File: src/rtl/draw_pkg.sv
// Shared types and default colours for the border effect block.
// Holds the flash FSM state encoding and the 3-bit colour type.
package draw_pkg;

   typedef enum logic [1:0] {
      IDLE      = 2'd0,
      FLASH_ON  = 2'd1,
      FLASH_OFF = 2'd2
   } state_t;

   typedef logic [2:0] rgb_t;

   localparam rgb_t DEF_COLOR       = 3'b111;
   localparam rgb_t DEF_FLASH_COLOR = 3'b100;
   localparam rgb_t DEF_CHASE_COLOR = 3'b010;

endpackage

File: src/rtl/border_hit.sv
// Combinational tile compare: flags pixels lying in the outermost ring of
// (1 << TILE_SHIFT)-pixel tiles around the visible area.
module border_hit #(
   parameter int BIT        = 10,
   parameter int TILE_SHIFT = 3,
   parameter int H_LAST     = 639,
   parameter int V_LAST     = 479
) (
   input  logic [BIT-1:0] i_xPos,
   input  logic [BIT-1:0] i_yPos,
   output logic           o_hit
);

   localparam logic [BIT-1:0] LP_H_TILE = BIT'(H_LAST >> TILE_SHIFT);
   localparam logic [BIT-1:0] LP_V_TILE = BIT'(V_LAST >> TILE_SHIFT);

   logic [BIT-1:0] w_xTile;
   logic [BIT-1:0] w_yTile;

   assign w_xTile = i_xPos >> TILE_SHIFT;
   assign w_yTile = i_yPos >> TILE_SHIFT;

   assign o_hit = (w_xTile == '0) || (w_xTile == LP_H_TILE) ||
                  (w_yTile == '0) || (w_yTile == LP_V_TILE);

endmodule

File: src/rtl/draw_border_fx.sv
// Screen border renderer with a frame-timed flash sequence.
// Optional marquee highlight is compiled in with `define BORDER_CHASE_EN.
module draw_border_fx
   import draw_pkg::*;
#(
   parameter int   BIT           = 10,
   parameter int   TILE_SHIFT    = 3,
   parameter int   H_LAST        = 639,
   parameter int   V_LAST        = 479,
   parameter rgb_t COLOR         = DEF_COLOR,
   parameter rgb_t FLASH_COLOR   = DEF_FLASH_COLOR,
   parameter int   FLASH_PERIOD  = 8,
   parameter int   FLASH_TOGGLES = 6,
   parameter rgb_t CHASE_COLOR   = DEF_CHASE_COLOR
) (
   input  logic           clk,
   input  logic           rst,
   input  logic [BIT-1:0] x_pos,
   input  logic [BIT-1:0] y_pos,
   input  logic           frame_tick,
   input  logic           flash_start,
   output logic           border_active,
   output logic [2:0]     rgb,
   output logic           flashing
);

   localparam logic [7:0] LP_PERIOD_LAST = 8'(FLASH_PERIOD - 1);
   localparam logic [7:0] LP_TOGGLE_LAST = 8'(FLASH_TOGGLES - 1);

   state_t     r_state;
   logic [7:0] r_frameCnt;
   logic [7:0] r_toggleCnt;
   logic       w_hit;
   rgb_t       w_idleRgb;

   border_hit #(
      .BIT        (BIT),
      .TILE_SHIFT (TILE_SHIFT),
      .H_LAST     (H_LAST),
      .V_LAST     (V_LAST)
   ) u_borderHit (
      .i_xPos (x_pos),
      .i_yPos (y_pos),
      .o_hit  (w_hit)
   );

`ifdef BORDER_CHASE_EN
   logic [1:0] r_chasePhase;
   logic [1:0] w_tileSum;

   // Tile whose diagonal index matches the marquee phase gets the highlight.
   assign w_tileSum = 2'((x_pos >> TILE_SHIFT) + (y_pos >> TILE_SHIFT));
   assign w_idleRgb = (w_tileSum == r_chasePhase) ? CHASE_COLOR : COLOR;

   always_ff @(posedge clk or posedge rst) begin
      if (rst) begin
         r_chasePhase <= 2'd0;
      end else if (frame_tick) begin
         r_chasePhase <= r_chasePhase + 2'd1;
      end
   end
`else
   assign w_idleRgb = COLOR;
`endif

   // Outputs use the state held during this pixel; flashing tracks the next state.
   always_ff @(posedge clk or posedge rst) begin
      if (rst) begin
         r_state       <= IDLE;
         r_frameCnt    <= 8'd0;
         r_toggleCnt   <= 8'd0;
         border_active <= 1'b0;
         rgb           <= 3'b000;
         flashing      <= 1'b0;
      end else begin
         case (r_state)
            IDLE: begin
               border_active <= w_hit;
               rgb           <= w_hit ? w_idleRgb : 3'b000;
            end
            FLASH_ON: begin
               border_active <= w_hit;
               rgb           <= w_hit ? FLASH_COLOR : 3'b000;
            end
            default: begin
               border_active <= 1'b0;
               rgb           <= 3'b000;
            end
         endcase

         if (flash_start) begin
            r_state     <= FLASH_ON;
            r_frameCnt  <= 8'd0;
            r_toggleCnt <= 8'd0;
            flashing    <= 1'b1;
         end else if (frame_tick && (r_state != IDLE)) begin
            if (r_frameCnt == LP_PERIOD_LAST) begin
               r_frameCnt <= 8'd0;
               if (r_toggleCnt == LP_TOGGLE_LAST) begin
                  r_state     <= IDLE;
                  r_toggleCnt <= 8'd0;
                  flashing    <= 1'b0;
               end else begin
                  r_toggleCnt <= r_toggleCnt + 8'd1;
                  r_state     <= (r_state == FLASH_ON) ? FLASH_OFF : FLASH_ON;
               end
            end else begin
               r_frameCnt <= r_frameCnt + 8'd1;
            end
         end
      end
   end

endmodule

File: config.mk
export PLATFORM = sky130hd
export DESIGN_NAME = draw_border_fx
export DESIGN_NICKNAME = d
export VERILOG_FILES = /design/src/rtl/draw_pkg.sv /design/src/rtl/border_hit.sv /design/src/rtl/draw_border_fx.sv
export SDC_FILE = /design/constraint.sdc
export NUM_CORES = 1
export LEC_CHECK = 0
export CORE_MARGIN = 8
export CORE_UTILIZATION = 30
export CTS_CLUSTER_DIAMETER = 60
export CTS_CLUSTER_SIZE = 25
export DETAILED_ROUTE_END_ITERATION = 8
export GPL_TIMING_DRIVEN = 0
export REMOVE_ABC_BUFFERS = 1
export SKIP_CTS_REPAIR_TIMING = 1
export SYNTH_ARGS = -nofsm -noshare
export SYNTH_HDL_FRONTEND = slang
export SYNTH_SLANG_ARGS = --single-unit
File: constraint.sdc
create_clock -name clk -period 2.5 [get_ports clk]
set_clock_uncertainty 0.05 [all_clocks]
set_input_delay 0.375 -clock clk [delete_from_list [all_inputs] [get_ports clk]]
set_output_delay 0.375 -clock clk [all_outputs]
set_load 0.005 [all_outputs]
-- After elaboration in Yosys (flattened, before gate mapping)
Index checks and enable logic that the tools add are counted.
- bits in registers: 23
- output and inout port bits: 5
- logic and storage cells: 47
- $add $sub $neg: 2
- eq/ne operators: 5
- multiplexer cells: 20
- reduce and logical (&&, ||, !) cells: 14
- operators by type and width (cell ; count):
    $mux W8 ; 7
    $logic_not A10 Y1 ; 2
    $add A8 B1 Y8 const B ; 2
    $eq A8 B3 Y1 const B ; 2
    $mux W2 ; 5
    $reduce_bool A2 Y1 ; 4
    $eq A7 B6 Y1 const B ; 1
    $eq A7 B7 Y1 const B ; 1
    $mux W3 ; 2
    $pmux W3 S2 ; 1
    $mux W1 ; 5
    $logic_or A1 B1 Y1 ; 3
    $reduce_and A3 Y1 ; 1
    $eq A2 B1 Y1 const B ; 1
    $logic_not A2 Y1 ; 1
    $reduce_and A2 Y1 ; 1
    $reduce_or A2 Y1 ; 1
    $logic_and A1 B1 Y1 ; 1

-- Logic depth before layout (Yosys ltp)
- depth in word-level cells: 6
- gate-level depth with buffers: 7
- depth with buffers taken out: 6

-- Hierarchy
A second synthesis with hierarchy kept.
- cell total of the unflattened synthesis: 124
- area, all modules: 1183.6 um^2
- by module, submodules not included (module ; times used ; cells an instance ; area each (um^2) ; sequential area each (um^2)):
    draw_border_fx ; 1 ; 113 ; 1122.3 ; 525.5
    border_hit ; 1 ; 11 ; 61.3 ; 0.0

-- Least setup slack after synthesis
OpenSTA, ideal clock, no wires.
- path kind: register to register
- start point: reg r_frameCnt[4]
- end point: reg r_toggleCnt[3]
- setup time: 0.078 ns
- arrival: 2.046 ns
- data required time: 2.372 ns
- setup slack: 0.326 ns
- stages on the path, launching flop included: 6
- buffers on the path: 1
- period minus slack after synthesis: 2.174 ns
- cells stage by stage: dfrtp_1 or4_4 or4_1 buf_2 or4_1 a21oi_1
- longest elaborated chain between the ends: 3
- ends and longest elaborated chain (what ; line ; text):
    from (decl) ; draw_border_fx.sv:31 ; logic [7:0] r_frameCnt;
    from (signal assigned) ; draw_border_fx.sv:108 ; r_frameCnt <= r_frameCnt + 8'd1;
    $eq A8 B3 Y1 ; draw_border_fx.sv:97 ; if (r_frameCnt == LP_PERIOD_LAST) begin
    $reduce_bool A2 Y1 (no source line) ; -- ;
    $reduce_and A2 Y1 (no source line) ; -- ;
    to (signal assigned) ; draw_border_fx.sv:104 ; r_toggleCnt <= r_toggleCnt + 8'd1;
    to (decl) ; draw_border_fx.sv:32 ; logic [7:0] r_toggleCnt;
No other way between the ends.
A chain may end at the register's enable or synchronous reset.

-- Worst setup path after layout
- start point: reg r_frameCnt[7]
- end point: reg r_toggleCnt[5]
The elaborated chain is that of the path after synthesis.

==> results by group <==
Outcome
  – Status: finished clean

GRT
  – GRT Util Overall: 9.32%
  – Largest net degree at the start of global routing: 23
  – Initial antenna violation count: 0
  – Vias in the first global route: 1086
  – Global route overflow: 0
  – First-pass GRT wire length: 4.77 mm

Worst setup path
  – Worst R2R Setup Slack: 0.18 ns
  – Crit end category: flop
  – WP data arrival: 2.45 ns
  – Startpoint types: flop
  – CP Data Required Time: 2.63 ns
  – Worst reg2reg path endpoint: r_toggleCnt[5]
  – Worst flop-to-flop path startpoint: r_frameCnt[7]
  – Critical path class: reg2reg
  – Crit Path Max Fanout: 17
  – Reg2reg path depth: 4

Yosys
  – Synth Flop Type: dfrtp_1
  – Synthesized cell area: 1160 sq um
  – Yosys cell types: 36
  – Synth Register Bits: 22
  – Post-Synthesis Cells: 126
  – Synth async-reset ratio: 100%
  – Syn Area/Cell: 9.23 sq um
  – Synth warn: 0
  – Sequential fraction of the synthesis area: 47.4%
  – Post-synth EDFFs: 0

CTS
  – Worst skew pair latency: 0.27 ns
  – CTS Buffer Depth: 2
  – CTS sink cnt: 22
  – # H-tree levels: 1
  – CTS Buf Count: 3
  – Root Driver: clkbuf_8
  – Clock transition at path regs: 0.09 ns
  – CTS tree: yes

Timing
  – Period minus WS final: 2.32 ns
  – Slew Viols, Final: 0
  – Unrepaired setup endpoints after global routing: false
  – Final Hold Fails: 0
  – # setup viols final: 0
  – Max-slew headroom: 45.4%
  – Slew @ Worst Pin: 0.818 ns
  – Final setup TNS: 0 ns
  – Fmax: 430 MHz
  – Final Cycle Share: 93.0%

Detailed routing
  – Drt wl/cell: 13.7 um
  – DRC: 0
  – Vias per inst: 5.24
  – Routed Antenna Nets: 0
  – DRT Pass-1 Iters: 4
  – Final WL: 2.67 mm
  – Iteration-0 DRC Markers: 63
  – Via count: 1022

Placement
  – Routability Congestion: 0.745
  – Port buffer count: 22
  – Post-DP HPWL: 1.99 mm
  – Area post-placement: 1420 sq um
  – Placed cells: 191

Power
  – Power per cell area: 504 nW/um^2
  – LEAKAGE: 0.595 nW
  – Maximum vdd ir drop: 0.213 mV

Die
  – Die area: 6120 sq um
  – Initial Util: 31.5%
  – Die width: 78.2 um
  – IO Pins: 29
  – Core Box Area: 3690 sq um
  – Std cell rows: 22
  – Die Y: 78.2 um

Min path
  – Worst hold start: r_frameCnt[7]
  – Cells on Worst Hold Path: 1
  – Worst Hold Endpoint: r_frameCnt[7]
  – Worst Hold Class: reg2reg

Layout
  – Finished Layout Cells: 195
  – Layout Nets: 175
  – Post-layout util: 40.7%
  – Number of diodes: 0
  – Layout area overhead: 29.1%
  – Final Instance Area: 1500 sq um
  – Fraction of layout cells with a size suffix above 1: 5.44%

Run
  – Maxcap violations: 0
-- power breakdown --
part	internal (W)	total, W	leakage (nW)	switching (W)
Clock	0.000214	0.000336	0.0357	0.000122
Sequential	0.000359	0.000362	0.295	0.00000265
Combinational	0.0000315	0.0000587	0.264	0.0000272
-- through the flow --
stage | power, W | worst slack, ns | hold WS, ns
floorplan | 0.000388 | 0.224 | 0.314
detailed placement | 0.000428 | -0.121 | 0.446
CTS | 0.000763 | 0.00172 | 0.461
global placement | 0.000427 | -0.0956 | 0.431
global route | 0.000785 | 0.0910 | 0.516
finish | 0.000757 | 0.176 | 0.464
-- cell type report --
class                   instances  area [sq um]
clock inverters                 1          30.0
repair buffers                 22           220
inverters                       4          15.0
clock buffers                   3          41.3
multi-input cells              95           583
fillers                       391          2190
well taps                      48          60.1
flip-flops and latches         22           551
-- registers in the layout, summed over array words and instances (netlist names) --
name           flops
r_frameCnt         8
r_toggleCnt        8
r_state            2
rgb                2
border_active      1
flashing           1
-- cell usage after synthesis, types with 2 or more instances --
| cell | n | area, sq um |
|---|---|---|
| a21oi_1 | 10 | 50.1 |
| a31oi_1 | 2 | 12.5 |
| a41oi_1 | 2 | 17.5 |
| and3_1 | 2 | 12.5 |
| clkbuf_1 | 2 | 7.51 |
| dfrtp_1 | 22 | 551 |
| ha_1 | 3 | 37.5 |
| inv_1 | 4 | 15.0 |
| mux2i_1 | 2 | 20.0 |
| nand2_1 | 17 | 63.8 |
| nand3_1 | 5 | 25.0 |
| nand4_1 | 3 | 18.8 |
| nor2_1 | 7 | 26.3 |
| nor2b_1 | 2 | 12.5 |
| nor3_1 | 5 | 25.0 |
| o21ai_0 | 8 | 40.0 |
| or3_1 | 3 | 18.8 |
| or4_1 | 6 | 45.0 |
| xor2_1 | 4 | 35.0 |
-- cell usage in the layout (no fill, tap or decap), types with 3 or more instances in the layout --
cell,synthesis,final
or3_1,3,3
nand2_1,17,17
nand3_1,5,5
nor3_1,5,5
xor2_1,4,4
clkbuf_8,0,3
ha_1,3,3
clkdlybuf4s50_1,0,22
a21oi_1,10,10
nand4_1,3,3
inv_1,4,4
dfrtp_1,22,22
nor2_1,7,7
o21ai_0,8,8
or4_1,6,5
-- cells by family (layout without fill, tap and decap cells) --
group | count (synthesis) | after routing | share of synthesized area [%]
xor gates and xnor gates | 4 | 4 | 3.01
muxes | 2 | 2 | 1.72
adders and majority gates | 3 | 3 | 3.23
AOI/OAI and AO/OA | 30 | 30 | 15.9
DFF | 22 | 22 | 47.4
buffers and inverters | 9 | 30 | 3.34
and+or+nand+nor | 56 | 56 | 25.4
-- worst max path at each step --
| stage | from | to | slack (ns) | depth (start not counted) |
|---|---|---|---|---|
| floorplan | r_frameCnt[4] | r_toggleCnt[3] | 0.22 | 4 |
| CTS | r_frameCnt[7] | r_toggleCnt[3] | 0.002 | 4 |
| global route | r_frameCnt[7] | r_toggleCnt[5] | 0.09 | 4 |
| global placement | frame_tick | r_toggleCnt[3] | -0.1 | 5 |
| detailed placement | frame_tick | r_toggleCnt[3] | -0.12 | 5 |
| finish | r_frameCnt[7] | r_toggleCnt[5] | 0.18 | 4 |
-- metal layers --
layer	part of all wire (%)	track usage (%)	vias up
met5	0	0	-
met4	2.5	5.74	0
met3	6.4	2.73	5
met2	45	14.2	31
met1	46	11.3	483
li1	-	-	503
-- critical path, cell delays in order, from the launching register on --
cell and delay [ns]:
dfrtp_1 0.41, or4_4 0.56, or4_4 0.53, or4_1 0.55
a21oi_1 0.13
Power figures use the tool's default switching activity.
